**config.mk**
```make
export PLATFORM = sky130hd
export DESIGN_NAME = lsu_flat
export DESIGN_NICKNAME = d
export VERILOG_FILES = /design/src/rtl/lsu_pkg.sv /design/src/rtl/lsu_if.sv /design/src/rtl/lsu_align.sv /design/src/rtl/lsu.sv /design/src/flat_wrapper.sv
export SDC_FILE = /design/constraint.sdc
export NUM_CORES = 1
export LEC_CHECK = 0
export CAP_MARGIN = 20
export CORE_MARGIN = 3
export CORE_UTILIZATION = 42
export CTS_CLUSTER_DIAMETER = 30
export DETAILED_ROUTE_END_ITERATION = 8
export PLACE_DENSITY = 0.8
export SLEW_MARGIN = 20
export SYNTH_ARGS = -nofsm -noshare
export SYNTH_HDL_FRONTEND = slang
export SYNTH_SLANG_ARGS = --single-unit
```
**constraint.sdc**
```tcl
create_clock -name clk -period 2.5 [get_ports clk]
set_clock_uncertainty 0.05 [all_clocks]
set_input_delay 0.75 -clock clk [delete_from_list [all_inputs] [get_ports clk]]
set_output_delay 0.75 -clock clk [all_outputs]
set_load 0.01 [all_outputs]
```
**src/rtl/lsu_pkg.sv**
```systemverilog
// Shared types and helpers for the load/store unit: funct3 codes, FSM states
// and the request legality checks.
package lsu_pkg;

    localparam logic [2:0] F3_B  = 3'b000;
    localparam logic [2:0] F3_H  = 3'b001;
    localparam logic [2:0] F3_W  = 3'b010;
    localparam logic [2:0] F3_BU = 3'b100;
    localparam logic [2:0] F3_HU = 3'b101;

    typedef enum logic [2:0] {
        S_IDLE,
        S_STORE,
        S_LOAD,
        S_ERR,
        S_RESP
    } lsu_state_t;

    function automatic logic is_misaligned(input logic [2:0] funct3, input logic [1:0] off);
        case (funct3)
            F3_H, F3_HU: return off[0];
            F3_W:        return off != 2'b00;
            default:     return 1'b0;
        endcase
    endfunction

    function automatic logic is_illegal(input logic store, input logic [2:0] funct3,
                                        input logic [1:0] off);
        logic bad_f3;
        if (store) bad_f3 = !(funct3 inside {F3_B, F3_H, F3_W});
        else       bad_f3 = !(funct3 inside {F3_B, F3_H, F3_W, F3_BU, F3_HU});
        return bad_f3 || is_misaligned(funct3, off);
    endfunction

endpackage

```
**src/rtl/lsu_if.sv**
```systemverilog
// Request/response channel between the core's exec stage and the LSU.
interface lsu_if;
    logic        req_valid;
    logic        req_ready;
    logic        req_store;
    logic [2:0]  req_funct3;
    logic [31:0] req_addr;
    logic [31:0] req_wdata;
    logic        resp_valid;
    logic [31:0] resp_rdata;
    logic        resp_err;

    modport master (
        output req_valid, req_store, req_funct3, req_addr, req_wdata,
        input  req_ready, resp_valid, resp_rdata, resp_err
    );

    modport slave (
        input  req_valid, req_store, req_funct3, req_addr, req_wdata,
        output req_ready, resp_valid, resp_rdata, resp_err
    );
endinterface

```
**src/rtl/lsu_align.sv**
```systemverilog
// Byte-lane steering for big-endian BRAM words: store placement/enables on the
// request side, lane extraction and sign/zero extension on the load side.
module lsu_align
    import lsu_pkg::*;
(
    input  logic [2:0]  st_funct3,
    input  logic [1:0]  st_off,
    input  logic [31:0] wdata,
    output logic [31:0] din,
    output logic [3:0]  we,
    input  logic [2:0]  ld_funct3,
    input  logic [1:0]  ld_off,
    input  logic [31:0] dout,
    output logic [31:0] rdata
);

    logic [7:0]  byte_sel;
    logic [15:0] half_sel;

    always_comb begin
        din = wdata;
        we  = 4'b0000;
        case (st_funct3)
            F3_B: begin
                din = {4{wdata[7:0]}};
                we  = 4'b1000 >> st_off;
            end
            F3_H: begin
                din = {2{wdata[15:0]}};
                we  = st_off[1] ? 4'b0011 : 4'b1100;
            end
            F3_W:    we = 4'b1111;
            default: we = 4'b0000;
        endcase
    end

    // Byte offset k lives at bits [31-8k:24-8k], so shift right by (3-k)*8.
    always_comb begin
        byte_sel = 8'(dout >> {~ld_off, 3'b000});
        half_sel = ld_off[1] ? dout[15:0] : dout[31:16];
        case (ld_funct3)
            F3_B:    rdata = {{24{byte_sel[7]}}, byte_sel};
            F3_BU:   rdata = {24'b0, byte_sel};
            F3_H:    rdata = {{16{half_sel[15]}}, half_sel};
            F3_HU:   rdata = {16'b0, half_sel};
            default: rdata = dout;
        endcase
    end

endmodule

```
**src/rtl/lsu.sv**
```systemverilog
// RV32I load/store unit owning the data-BRAM port; one op in flight, response
// pulse after the store write, the BRAM read latency, or an error.
module lsu
    import lsu_pkg::*;
#(
    parameter int ADDR_W       = 15,
    parameter int READ_LATENCY = 2
) (
    input  logic              clk,
    input  logic              rstn,
    lsu_if.slave              bus,
    output logic [ADDR_W-1:0] mem_addr,
    output logic [31:0]       mem_din,
    output logic [3:0]        mem_we,
    input  logic [31:0]       mem_dout
);

    lsu_state_t  state;
    logic [2:0]  cnt;
    logic [2:0]  op_funct3;
    logic [1:0]  op_off;
    logic [31:0] store_din;
    logic [3:0]  store_we;
    logic [31:0] load_rdata;
    logic        req_illegal;

    assign req_illegal = is_illegal(bus.req_store, bus.req_funct3, bus.req_addr[1:0]);

    lsu_align u_align (
        .st_funct3 (bus.req_funct3),
        .st_off    (bus.req_addr[1:0]),
        .wdata     (bus.req_wdata),
        .din       (store_din),
        .we        (store_we),
        .ld_funct3 (op_funct3),
        .ld_off    (op_off),
        .dout      (mem_dout),
        .rdata     (load_rdata)
    );

    always_ff @(posedge clk) begin
        if (!rstn) begin
            state          <= S_IDLE;
            cnt            <= 3'd0;
            op_funct3      <= 3'd0;
            op_off         <= 2'd0;
            bus.req_ready  <= 1'b1;
            bus.resp_valid <= 1'b0;
            bus.resp_rdata <= 32'd0;
            bus.resp_err   <= 1'b0;
            mem_addr       <= '0;
            mem_din        <= 32'd0;
            mem_we         <= 4'd0;
        end else begin
            bus.resp_valid <= 1'b0;
            mem_we         <= 4'd0;
            case (state)
                S_IDLE: begin
                    if (bus.req_valid) begin
                        bus.req_ready <= 1'b0;
                        op_funct3     <= bus.req_funct3;
                        op_off        <= bus.req_addr[1:0];
                        if (req_illegal) begin
                            state <= S_ERR;
                        end else begin
                            // Upper address bits drop out here, giving the wrap.
                            mem_addr <= ADDR_W'(bus.req_addr >> 2);
                            if (bus.req_store) begin
                                mem_din <= store_din;
                                mem_we  <= store_we;
                                state   <= S_STORE;
                            end else begin
                                cnt   <= 3'(READ_LATENCY);
                                state <= S_LOAD;
                            end
                        end
                    end
                end
                S_STORE: begin
                    bus.resp_rdata <= 32'd0;
                    bus.resp_err   <= 1'b0;
                    bus.resp_valid <= 1'b1;
                    state          <= S_RESP;
                end
                S_LOAD: begin
                    if (cnt == 3'd0) begin
                        bus.resp_rdata <= load_rdata;
                        bus.resp_err   <= 1'b0;
                        bus.resp_valid <= 1'b1;
                        state          <= S_RESP;
                    end else begin
                        cnt <= cnt - 3'd1;
                    end
                end
                S_ERR: begin
                    bus.resp_rdata <= 32'd0;
                    bus.resp_err   <= 1'b1;
                    bus.resp_valid <= 1'b1;
                    state          <= S_RESP;
                end
                S_RESP: begin
                    bus.req_ready <= 1'b1;
                    state         <= S_IDLE;
                end
                default: begin
                    bus.req_ready <= 1'b1;
                    state         <= S_IDLE;
                end
            endcase
        end
    end

endmodule

```
**src/flat_wrapper.sv**
```systemverilog
// flat-port wrapper written by rule: the top's interface ports become plain ports
module lsu_flat import lsu_pkg::*;
#(
    parameter int ADDR_W       = 15,
    parameter int READ_LATENCY = 2
)
  (clk, rstn, mem_addr, mem_din, mem_we, mem_dout, bus_req_valid, bus_req_store, bus_req_funct3, bus_req_addr, bus_req_wdata, bus_req_ready, bus_resp_valid, bus_resp_rdata, bus_resp_err);
  lsu_if bus_i ();
  input  logic clk;
  input  logic rstn;
  output logic [ADDR_W-1:0] mem_addr;
  output logic [31:0] mem_din;
  output logic [3:0] mem_we;
  input  logic [31:0] mem_dout;
  input wire logic [$bits(bus_i.req_valid)-1:0] bus_req_valid;
  input wire logic [$bits(bus_i.req_store)-1:0] bus_req_store;
  input wire logic [$bits(bus_i.req_funct3)-1:0] bus_req_funct3;
  input wire logic [$bits(bus_i.req_addr)-1:0] bus_req_addr;
  input wire logic [$bits(bus_i.req_wdata)-1:0] bus_req_wdata;
  output wire logic [$bits(bus_i.req_ready)-1:0] bus_req_ready;
  output wire logic [$bits(bus_i.resp_valid)-1:0] bus_resp_valid;
  output wire logic [$bits(bus_i.resp_rdata)-1:0] bus_resp_rdata;
  output wire logic [$bits(bus_i.resp_err)-1:0] bus_resp_err;
  assign bus_i.req_valid = bus_req_valid;
  assign bus_i.req_store = bus_req_store;
  assign bus_i.req_funct3 = bus_req_funct3;
  assign bus_i.req_addr = bus_req_addr;
  assign bus_i.req_wdata = bus_req_wdata;
  assign bus_req_ready = bus_i.req_ready;
  assign bus_resp_valid = bus_i.resp_valid;
  assign bus_resp_rdata = bus_i.resp_rdata;
  assign bus_resp_err = bus_i.resp_err;
  lsu #(.ADDR_W(ADDR_W), .READ_LATENCY(READ_LATENCY)) u_core (.clk(clk), .rstn(rstn), .bus(bus_i), .mem_addr(mem_addr), .mem_din(mem_din), .mem_we(mem_we), .mem_dout(mem_dout));
endmodule
```
Yosys cells after proc, flatten, opt, wreduce, memory -nomap -nowiden

Index checks and enable logic that the tools add are counted.

Add/subtract/negate cells: 1
Equal/unequal tests: 15
Shifts and indexed selects: 2
Mux-type cells: 25
Bitwise operators: 7
Reduce and logical (&&, ||, !) cells: 25

Operators by type and width:

| kind                                                | count |
|---|---|
| case mux 32 bit (2 select lines)                    | 2 |
| case mux 32 bit (4 select lines)                    | 1 |
| two-way mux 32 bit                                  | 1 |
| >> shifter 32 x 5 -> 8 bit                          | 1 |
| two-way mux 3 bit                                   | 7 |
| two-way mux 16 bit                                  | 1 |
| equality test 3 bit, second input constant          | 4 |
| logical NOT 3 bit                                   | 4 |
| case mux 4 bit (3 select lines)                     | 1 |
| AND reduction 2 bit                                 | 5 |
| equality test 3 x 1 -> 1 bit, second input constant | 3 |
| equality test 3 x 2 -> 1 bit, second input constant | 3 |
| case mux 3 bit (3 select lines)                     | 1 |
| != test 2 bit, second input constant                | 4 |
| NOT 1 bit                                           | 6 |
| case mux 1 bit (2 select lines)                     | 3 |
| case mux 3 bit (2 select lines)                     | 1 |
| nonzero test 2 bit                                  | 3 |
| nonzero test 3 bit                                  | 2 |
| AND reduction 5 bit                                 | 1 |
| nonzero test 5 bit                                  | 1 |
| OR reduction 5 bit                                  | 1 |
| two-way mux 1 bit                                   | 4 |
| two-way mux 4 bit                                   | 1 |
| 12 further kinds                                    | 14 |

Register bits: 97
Output and inout bits: 86
Word-level logic and storage cells: 86

Logic depth before layout (Yosys ltp)

Gate-level depths: netlist (run 1).

Word-level depth: 8
Gate-level depth with buffers: 8
Depth with buffers taken out: 6

Hierarchy

Synthesis (run 1) repeated with hierarchy kept, for this count alone.

Cells, all modules: 565
Area total of the unflattened synthesis: 5148.7 um^2

By module, submodules not included:

| module    | instances | cells an instance | area an instance (um^2) | seq. area each (um^2) |
|---|---|---|---|---|
| lsu       | 1         | 400               | 4031.4                  | 1941.9 |
| lsu_align | 1         | 165               | 1117.3                  | 0.0 |

Worst setup path before layout (run 1)

OpenSTA, ideal clock, no wires.

Path type: input-to-reg
From: input rstn
To: register u_core.bus.resp_rdata[28]
Arrival: 2.019 ns
Data required time: 2.390 ns
Setup slack: 0.371 ns
Cell stages on the path: 6
Path through: buf_2 > nand2b_1 > nor3b_4 > nor4b_4 > buf_6 > a221o_1

RTL lines:

| item                 | RTL line           | source |
|---|---|---|
| from (decl)          | flat_wrapper.sv:10 | `input logic rstn;` |
| to (signal assigned) | lsu.sv:87          | `bus.resp_rdata <= load_rdata;` |
| to (decl)            | lsu_if.sv:20       | `output req_ready, resp_valid, resp_rdata, resp_err` |

Worst setup path after layout (run 1)

From: input mem_dout[23]
To: register u_core.bus.resp_rdata[29]

Word-level cells in the longest chain between the ends: 4

RTL lines:

| item                             | RTL line           | source |
|---|---|---|
| from (decl)                      | flat_wrapper.sv:14 | `input logic [31:0] mem_dout;` |
| >> shifter 32 x 5 -> 8 bit       | lsu_align.sv:39    | `byte_sel = 8'(dout >> {~ld_off, 3'b000});` |
| case mux 32 bit (4 select lines) | lsu_align.sv:41    | `case (ld_funct3)` |
| two-way mux 32 bit               | lsu.sv:86          | `if (cnt == 3'd0) begin` |
| case mux 32 bit (2 select lines) | lsu.sv:57          | `case (state)` |

No other way between the ends. The select of a mux whose other input is x is not followed.
A chain may end at the register's enable or synchronous reset.

==> impl_metrics.json, run 1 <==
{
  "synth-seq-cells": 97,
  "cp.required_ps": 2740,
  "crit_path_max_fanout": 16,
  "synth_edf_count": 0,
  "grt_pass1_wl_um": 20200,
  "fp.dieW_um": 108,
  "grt-ovfl-total": 0,
  "cts_tree": "built",
  "crit_type": "input port to flip-flop",
  "fin_crit_ps": 2340,
  "die_area_mm2": 0.0116,
  "io_pins": 189,
  "start_kind": "input port",
  "worstMarginPinSlew_ps": 847,
  "ys_types": 48,
  "rsz0062_at_grt": "no",
  "rows": 36,
  "crit_path_end_kind": "flip-flop",
  "finalCritPeriodShare": 0.936,
  "root_buffer": "clkbuf_8",
  "drt-pass1-iter-count": 4,
  "hpwl_um": 9560,
  "grt_max_degree": 49,
  "setup_slack_ps": 159,
  "yosysWarnings": 0,
  "antenna_found_initial": 0,
  "postPlaceCellArea_mm2": 0.00636,
  "seq_area_frac_synth": 0.448,
  "hold_path.class": "flip-flop to flip-flop",
  "htree_num_levels": 3,
  "peakVddDrop_uv": 322,
  "cts.sinks": 97,
  "finalInstanceArea_mm2": 0.00655,
  "max_freq_mhz": 427,
  "post_drt_wl_per_cell_um": 16.1,
  "cp.arrival_ps": 2580,
  "start_util": 0.438,
  "grt_usage": 0.216,
  "fillers": 839,
  "final_common_cell": "clkdlybuf4s50_1",
  "setup_violations": 0,
  "power_leakage_nw": 2.35,
  "post_cts_buffers": 0,
  "finalHoldViolCount": 0,
  "first_global_vias": 4082,
  "ant_nets": 0,
  "path_clk_slew_ps": 80,
  "synthArstFlopShare": 0,
  "insertion_delay_ps": 350,
  "holdPathStages": 2,
  "slew_viol_final": 0,
  "syn2layout_area_growth_pct": 51.1,
  "port_buffers": 173,
  "num_antenna_cells": 0,
  "clk_path_buf_depth": 2,
  "pwr_density_cell_mw_per_mm2": 529,
  "holdBufCountCts": 0,
  "critPathCapture": "u_core.bus.resp_rdata[29]",
  "synth_ff_type": "dfxtp_1",
  "maxSlewHeadroom": 0.433,
  "outcome": "finished clean",
  "maxCapViolations": 0,
  "finalWirelength_um": 12800,
  "synth_area_mm2": 0.00434,
  "r2r_cells": 6,
  "r2r_start": "u_core.cnt[0]",
  "dp_worst_setup_slack_ps": -192,
  "synth.avg_cell_area_um2": 8.94,
  "rrSetupSlack_ps": 410,
  "vias": 4255,
  "die_h_um": 108,
  "numCtsBuffers": 9,
  "drt_iter0_drc": 203,
  "drc": 0,
  "ctsResizeCount": 0,
  "drive_above_1_share": 0.0980,
  "synthCells": 485,
  "core_area_mm2": 0.00991,
  "num-nets-final": 763,
  "vias_per_cell": 5.35,
  "syn_nets": 590,
  "layout_common_cells": "clkdlybuf4s50_1 (173), dfxtp_1 (97), nand2_1 (68)",
  "r2r-end": "u_core.bus.resp_rdata[29]",
  "critPathLaunch": "mem_dout[23]",
  "finalPower_w": 0.00347,
  "gp_congestion": 0.869
}
## worst min path at each step
| stage | startpoint | end | slack [ps] |
|---|---|---|---|
| 3_5_place_dp | u_core.mem_din[6] | u_core.mem_din[6] | 400 |
| 4_1_cts | u_core.mem_din[6] | u_core.mem_din[6] | 410 |
| 5_1_grt | u_core.mem_din[7] | u_core.mem_din[7] | 430 |
| 3_3_place_gp | u_core.mem_addr[3] | u_core.mem_addr[3] | 390 |
| 2_1_floorplan | u_core.mem_din[0] | u_core.mem_din[0] | 430 |
| 6_report | u_core.mem_addr[3] | u_core.mem_addr[3] | 410 |
## registers in the layout, indices dropped and copies added, names as in the netlist
| register | count |
|---|---|
| u_core.state | 3 |
| u_core.op_off | 2 |
| u_core.mem_we | 4 |
| u_core.cnt | 3 |
| u_core.bus.resp_valid | 1 |
| u_core.bus.resp_err | 1 |
| u_core.bus.req_ready | 1 |
| u_core.bus.resp_rdata | 32 |
| u_core.mem_addr | 15 |
| u_core.mem_din | 32 |
| u_core.op_funct3 | 3 |
## synth_stat cells (all sizes together) (2+ instances only)
library cell	count	area, um^2
o22ai	6	37.5
buf	15	85.1
o211ai	8	60.1
a21oi	29	145
a211oi	19	143
nand2	68	255
a311oi	9	78.8
a32o	14	140
a221o	17	180
nand3b	2	15.0
nor2b	11	68.8
clkbuf	27	103
a21o	3	22.5
o21a	4	30.0
o21ai	37	185
inv	6	22.5
dfxtp	97	1940
nor2	29	111
nand2b	17	106
nor3	2	15.0
mux2	3	33.8
mux2i	25	250
nor4b	2	47.6
nand3	17	85.1
a22o	2	17.5
ha	2	25.0
## logic make-up (layout without fill, tap and decap cells)
group / count (synthesis) / after routing / share of synthesized area
compound gates: 151 / 151 / 0.245
fa+ha+maj: 2 / 2 / 0.00577
buf+inv: 48 / 226 / 0.0485
flops: 97 / 97 / 0.448
mux: 29 / 29 / 0.0707
simple gates: 158 / 158 / 0.183
## metal layers
layer  track usage  vias up  share of wire
met5             0        -              0
met4        0.0730        0          0.014
met3        0.0366       12          0.064
met2         0.369      143           0.49
met1         0.275     1987           0.43
li1              -     2113              -
## worst max-delay path, stage by stage
cell             delay [ps]
clkdlybuf4s50_1         510
mux2_2                  190
mux2i_1                 130
nor4b_4                 780
a221o_2                 220
## where the power goes
part	total, W	internal (W)	switching (W)
Clock	0.00102	0.000491	0.000529
Sequential	0.00168	0.00162	0.0000554
Combinational	0.000773	0.000423	0.000350
## metrics by stage
stage	TNS [ps]	utilization	instances	hold WS [ps]
after floorplan	0	-	485	431
after global placement	-2110	0.641	780	392
after detailed placement	-3530	0.641	780	400
after CTS	0	0.661	796	413
after global routing	0	0.661	796	433
final	0	0.661	796	412
## layout make-up
| cell class | instances | area, um^2 | share of cell area |
|---|---|---|---|
| Timing Repair Buffer | 204 | 2040 | 0.311 |
| Inverter | 6 | 22.5 | 0.00344 |
| Tap cell | 133 | 166 | 0.0254 |
| Clock buffer | 12 | 145 | 0.0221 |
| Clock inverter | 4 | 52.6 | 0.00802 |
| Multi-Input combinational cell | 340 | 2190 | 0.334 |
| Sequential cell | 97 | 1940 | 0.296 |
No activity file was read; power rests on OpenSTA's default activity.
==> run 2: changes to the inputs <==
--- a/config.mk
+++ b/config.mk
@@ -11,6 +11,7 @@
 export CTS_CLUSTER_DIAMETER = 30
 export DETAILED_ROUTE_END_ITERATION = 8
 export PLACE_DENSITY = 0.8
+export RECOVER_POWER = 25
 export SLEW_MARGIN = 20
 export SYNTH_ARGS = -nofsm -noshare
 export SYNTH_HDL_FRONTEND = slang
==> run 2 against run 1 <==
Compared with the run above: register-to-register slack barely moved; non-clock buffer count did not move; utilization fell by 0.10 points; largest power group unchanged; highest routed layer unchanged.
==> impl_metrics.json, run 2 (synthesis gave the netlist of run 1 again) <==
{
  "outcome": "finished clean",
  "largestRegisters": "u_core.bus.resp_rdata: 32 flops, u_core.mem_din: 32 flops, u_core.mem_addr: 15 flops",
  "maxCapViolations": 0,
  "finalCritPeriodShare": 0.936,
  "cp_cell_sequence": "clkdlybuf4s50_1, mux2_2, mux2i_1, nor4b_4, a221o_2",
  "vias_per_cell": 5.37,
  "io_pins": 189,
  "drive_above_1_share": 0.0950,
  "layout_common_cells": "clkdlybuf4s50_1 (146), dfxtp_1 (97), nand2_1 (68)",
  "gp_congestion": 0.869,
  "power_leakage_nw": 2.43,
  "rows": 36,
  "pwr_density_cell_mw_per_mm2": 528,
  "ant_nets": 0,
  "crit_type": "input port to flip-flop",
  "stdcell_count": 796,
  "finalHoldViolCount": 0,
  "hold_path.class": "flip-flop to flip-flop",
  "cp.required_ps": 2740,
  "cts_tree": "built",
  "highest_layer": "met4",
  "post_drt_wl_per_cell_um": 16.1,
  "ctsResizeCount": 0,
  "slew_viol_final": 0,
  "hpwl_um": 9560,
  "start_kind": "input port",
  "num_antenna_cells": 0,
  "port_buffers": 173,
  "critPathLaunch": "mem_dout[23]",
  "worstMarginPinSlew_ps": 847,
  "num-nets-final": 763,
  "peakVddDrop_uv": 321,
  "crit_path_max_fanout": 16,
  "fp.dieW_um": 108,
  "fillers": 842,
  "grt_max_degree": 49,
  "routedLengthMet1_um": 5530,
  "crit_path_end_kind": "flip-flop",
  "syn2layout_area_growth_pct": 50.9,
  "grt_usage": 0.216,
  "vias": 4274,
  "dr_wl_met3_um": 874,
  "dp.cells": 780,
  "finalWirelength_um": 12800,
  "holdBufCountCts": 0,
  "cp.arrival_ps": 2580,
  "clk_path_buf_depth": 2,
  "setup_tns_ps": 0,
  "final_common_cell": "clkdlybuf4s50_1",
  "insertion_delay_ps": 350,
  "root_buffer": "clkbuf_8",
  "multi_input_area_mm2": 0.00219,
  "slowest_delay_ps": 780,
  "drc": 0,
  "max_freq_mhz": 427,
  "rsz0062_at_grt": "no",
  "dp_worst_setup_slack_ps": -192,
  "grt_pass1_wl_um": 20200,
  "cts.sinks": 97,
  "min_from": "u_core.mem_din[6]",
  "first_global_vias": 4082,
  "path_clk_slew_ps": 90,
  "seq_area_mm2": 0.00194,
  "post_cts_buffers": 0,
  "htree_num_levels": 3,
  "setup_violations": 0,
  "numCtsBuffers": 9,
  "maxSlewHeadroom": 0.433,
  "die_h_um": 108,
  "holdWs_ps": 411,
  "antenna_found_initial": 0,
  "fin_crit_ps": 2340,
  "grt-ovfl-total": 0,
  "drt_iter0_drc": 225,
  "start_util": 0.438,
  "die_area_mm2": 0.0116,
  "setup_slack_ps": 160,
  "drt-pass1-iter-count": 4,
  "cp_slowest_cell": "nor4b_4",
  "utilization": 0.660,
  "core_area_mm2": 0.00991,
  "r2r_start": "u_core.cnt[0]",
  "route.met2.wl_um": 6250
}
[run 2: power by group]
| part | switching [W] | internal (W) |
|---|---|---|
| clock network | 0.000527 | 0.000491 |
| logic | 0.000350 | 0.000413 |
| registers | 0.0000544 | 0.00162 |
| total | 0.000932 | 0.00253 |
[run 2: metrics by stage]
step                power [W]  area [um^2]
finish                0.00346         6540
global placement      0.00246         6360
detailed placement    0.00248         6360
CTS                   0.00350         6550
floorplan             0.00207         4340
global route          0.00363         6540
[run 2: per-layer routing]
metal,GRT usage,vias up
met1,0.275,1992
met5,0,-
li1,-,2117
met3,0.0366,10
met4,0.0730,0
met2,0.369,155
[run 2: final cells by class]
type                    count  share of cell area
multi-input cells         340               0.334
repair buffers            204               0.310
flip-flops and latches     97               0.297
inverters                   6             0.00344
clock inverters             4             0.00803
clock buffers              12              0.0222
well taps                 133              0.0254
[run 2: path summary, 6_finish.rpt]
kind	endpoint	slack (ps)	cells past startpoint
hold / removal	u_core.mem_din[6]	410	2
hold reg to reg	u_core.mem_din[6]	410	2
setup reg to reg	u_core.bus.resp_rdata[29]	410	6
setup / recovery	u_core.bus.resp_rdata[29]	160	5
[run 2: critical path: cells and delay by family]
family / cells / cell delay [ps]
AO/OA/AOI/OAI: 1 / 220
AND/OR/NAND/NOR: 1 / 780
multiplexers: 2 / 320
buffers and inverters: 1 / 510
==> run 3: changes to the inputs <==
--- a/config.mk
+++ b/config.mk
@@ -5,11 +5,13 @@
 export SDC_FILE = /design/constraint.sdc
 export NUM_CORES = 1
 export LEC_CHECK = 0
+export ABC_AREA = 1
 export CAP_MARGIN = 20
 export CORE_MARGIN = 3
-export CORE_UTILIZATION = 42
+export CORE_UTILIZATION = 43
 export CTS_CLUSTER_DIAMETER = 30
 export DETAILED_ROUTE_END_ITERATION = 8
+export GPL_TIMING_DRIVEN = 0
 export PLACE_DENSITY = 0.8
 export RECOVER_POWER = 25
 export SLEW_MARGIN = 20
==> run 3 against run 2 <==
Compared with the run above: utilization shrank 1.5 points; largest power group unchanged; critical endpoint is now u_core.bus.resp_rdata[31]; synthesized cell count increased by 44%; sequential power grew 5%; first-iteration DRC count is 23% higher; cell area up 2.8%.
==> impl_metrics.json, run 3 <==
{
  "maxCapViolations": 0,
  "route.met2.wl_um": 7210,
  "synth_fa_ha_area_frac": 0.00538,
  "rows": 37,
  "crit_path_end_kind": "flip-flop",
  "outcome": "finished clean",
  "cts.sinks": 97,
  "finalWirelength_um": 15600,
  "post_cts_buffers": 0,
  "synth_ff_type": "dfxtp_1",
  "gp_congestion": 0.900,
  "drive_above_1_share": 0.0643,
  "start_util": 0.446,
  "synth_top_area_cell": "dfxtp_1",
  "antenna_found_initial": 0,
  "combPwrFrac": 0.330,
  "min_from": "u_core.bus.resp_err",
  "clkPwrFrac": 0.249,
  "synth.area.top_cells": "dfxtp_1 (42%), nand2_1 (15%), a21oi_1 (8.9%), nor2_1 (8.7%), o21ai_0 (5.8%)",
  "grt-ovfl-total": 0,
  "yosysWarnings": 0,
  "max_freq_mhz": 451,
  "dp_worst_setup_slack_ps": -67.7,
  "htree_num_levels": 3,
  "synth-seq-cells": 97,
  "drt-pass1-iter-count": 5,
  "dr_wl_met3_um": 1620,
  "yosysTopAreaCellShare": 0.418,
  "ctsResizeCount": 0,
  "finalCritPeriodShare": 0.887,
  "root_buffer": "clkbuf_8",
  "crit_type": "input port to flip-flop",
  "synth_compound_area_frac": 0.179,
  "cp.required_ps": 2740,
  "synth_edf_count": 0,
  "utilization": 0.646,
  "num-nets-final": 986,
  "highest_layer": "met4",
  "routedLengthMet1_um": 6510,
  "intPower_w": 0.00273,
  "drc": 0,
  "r2r_start": "u_core.op_funct3[1]",
  "grt_usage": 0.254,
  "insertion_delay_ps": 370,
  "synthSimpleGateAreaFrac": 0.309,
  "finalInstanceArea_mm2": 0.00673,
  "syn_nets": 803,
  "power_leakage_nw": 2.78,
  "rsz0062_at_grt": "no",
  "numCtsBuffers": 9,
  "die_h_um": 110,
  "yosys-mux-area-fraction": 0,
  "seq_power_share": 0.421,
  "cp.arrival_ps": 2460,
  "syn2layout_area_growth_pct": 44.7,
  "path_clk_slew_ps": 90,
  "dp.cells": 1006,
  "ant_nets": 0,
  "final_common_cell": "nand2_1",
  "die_area_mm2": 0.0121,
  "ys_types": 27,
  "peakVddDrop_uv": 360,
  "critPathLaunch": "mem_dout[31]",
  "holdBufCountCts": 0,
  "first_global_vias": 4987,
  "yosysMostFrequentCell": "nand2_1",
  "layout_common_cells": "nand2_1 (186), clkdlybuf4s50_1 (162), nor2_1 (108)",
  "hpwl_um": 12300,
  "setup_slack_ps": 283,
  "synth_xor_area_frac": 0.00188,
  "slew_viol_final": 0,
  "holdPathStages": 2,
  "drt_iter0_drc": 277,
  "num_antenna_cells": 0,
  "ys_top_cells_by_count": "nand2_1 (185), nor2_1 (108), dfxtp_1 (97)",
  "worstMarginPinSlew_ps": 486,
  "crit_path_max_fanout": 10,
  "grt_pass1_wl_um": 24000,
  "clk_path_buf_depth": 2,
  "synthArstFlopShare": 0,
  "p_sw_frac": 0.347,
  "setup_tns_ps": 0,
  "synthCells": 698,
  "grt_max_degree": 17,
  "port_buffers": 172,
  "maxSlewHeadroom": 0.676,
  "cts_tree": "built",
  "vias_per_cell": 5.14,
  "vias": 5254,
  "hold_path.class": "flip-flop to flip-flop",
  "post_drt_wl_per_cell_um": 15.3,
  "synth_area_mm2": 0.00465,
  "io_pins": 189,
  "fillers": 933,
  "postPlaceCellArea_mm2": 0.00654,
  "synth.avg_cell_area_um2": 6.66,
  "p_sw_w": 0.00145,
  "start_kind": "input port",
  "setup_violations": 0,
  "fin_crit_ps": 2220,
  "largestRegisters": "u_core.bus.resp_rdata: 32 flops, u_core.mem_din: 32 flops, u_core.mem_addr: 15 flops",
  "stdcell_count": 1022,
  "seq_area_frac_synth": 0.418,
  "finalHoldViolCount": 0,
  "pwr_density_cell_mw_per_mm2": 621,
  "r2r_cells": 8,
  "synth_top_family_by_area": "simple AND/OR/NAND/NOR gates",
  "core_area_mm2": 0.0104,
  "fp.dieW_um": 110
}
==> run 3: changes by cell type after synthesis, sizes merged, moves of 19 or more <==
cell,delta
nand2,+121
nor2,+86
a21oi,+54
mux2i,-25
a211oi,-19
nand3,+23
inv,+46
==> run 3: final cells by class <==
class                           count  area (um^2)  share of cell area
Sequential cell                    97         1940               0.289
Clock buffer                        9          124              0.0184
Tap cell                          136          170              0.0253
Clock inverter                      7         68.8              0.0102
Timing Repair Buffer              172         1720               0.256
Buffer                             38          203              0.0301
Multi-Input combinational cell    509         2290               0.341
Inverter                           54          203              0.0301
==> run 3: cell families (layout without fill, tap and decap cells) <==
group | count (synthesis) | count (layout)
XOR/XNOR | 1 | 1
AO/OA/AOI/OAI | 156 | 156
flip-flops | 97 | 97
AND/OR/NAND/NOR | 350 | 350
buffers and inverters | 92 | 280
adder cells (fa/ha/maj) | 2 | 2
==> run 3: path summary, 6_finish.rpt <==
| check | endpoint | slack, ps |
|---|---|---|
| hold / removal | u_core.bus.resp_err | 410 |
| setup reg to reg | u_core.bus.resp_rdata[31] | 660 |
| setup / recovery | u_core.bus.resp_rdata[31] | 280 |
| hold reg to reg | u_core.bus.resp_err | 410 |
==> run 3: worst max-delay path, stage by stage <==
cell and delay [ps]:
clkdlybuf4s50_1 540, nand2_1 110, nand3_1 110, nand3_1 250, nand2_1 320, buf_6 180
nand2_1 50, a21oi_1 130
==> run 3: routing by layer <==
layer | vias up | track usage
met1 | 2367 | 0.310
met4 | 0 | 0.0801
met3 | 28 | 0.0769
met2 | 245 | 0.429
li1 | 2614 | -
met5 | - | 0
==> run 3: power by group through the flow <==
| stage | Sequential [W] | Combinational [W] | Clock, W |
|---|---|---|---|
| global placement | 0.00179 | 0.00136 | 0 |
| CTS | 0.00176 | 0.00139 | 0.00105 |
| detailed placement | 0.00179 | 0.00138 | 0 |
| global route | 0.00177 | 0.00153 | 0.00111 |
| floorplan | 0.00183 | 0.000734 | 0 |
| finish | 0.00176 | 0.00138 | 0.00104 |
==> run 3: through the flow <==
step           hold slack, ps  total power [W]
2_1_floorplan             390          0.00257
3_3_place_gp              398          0.00314
6_report                  412          0.00418
5_1_grt                   430          0.00441
3_5_place_dp              404          0.00317
4_1_cts                   417          0.00419
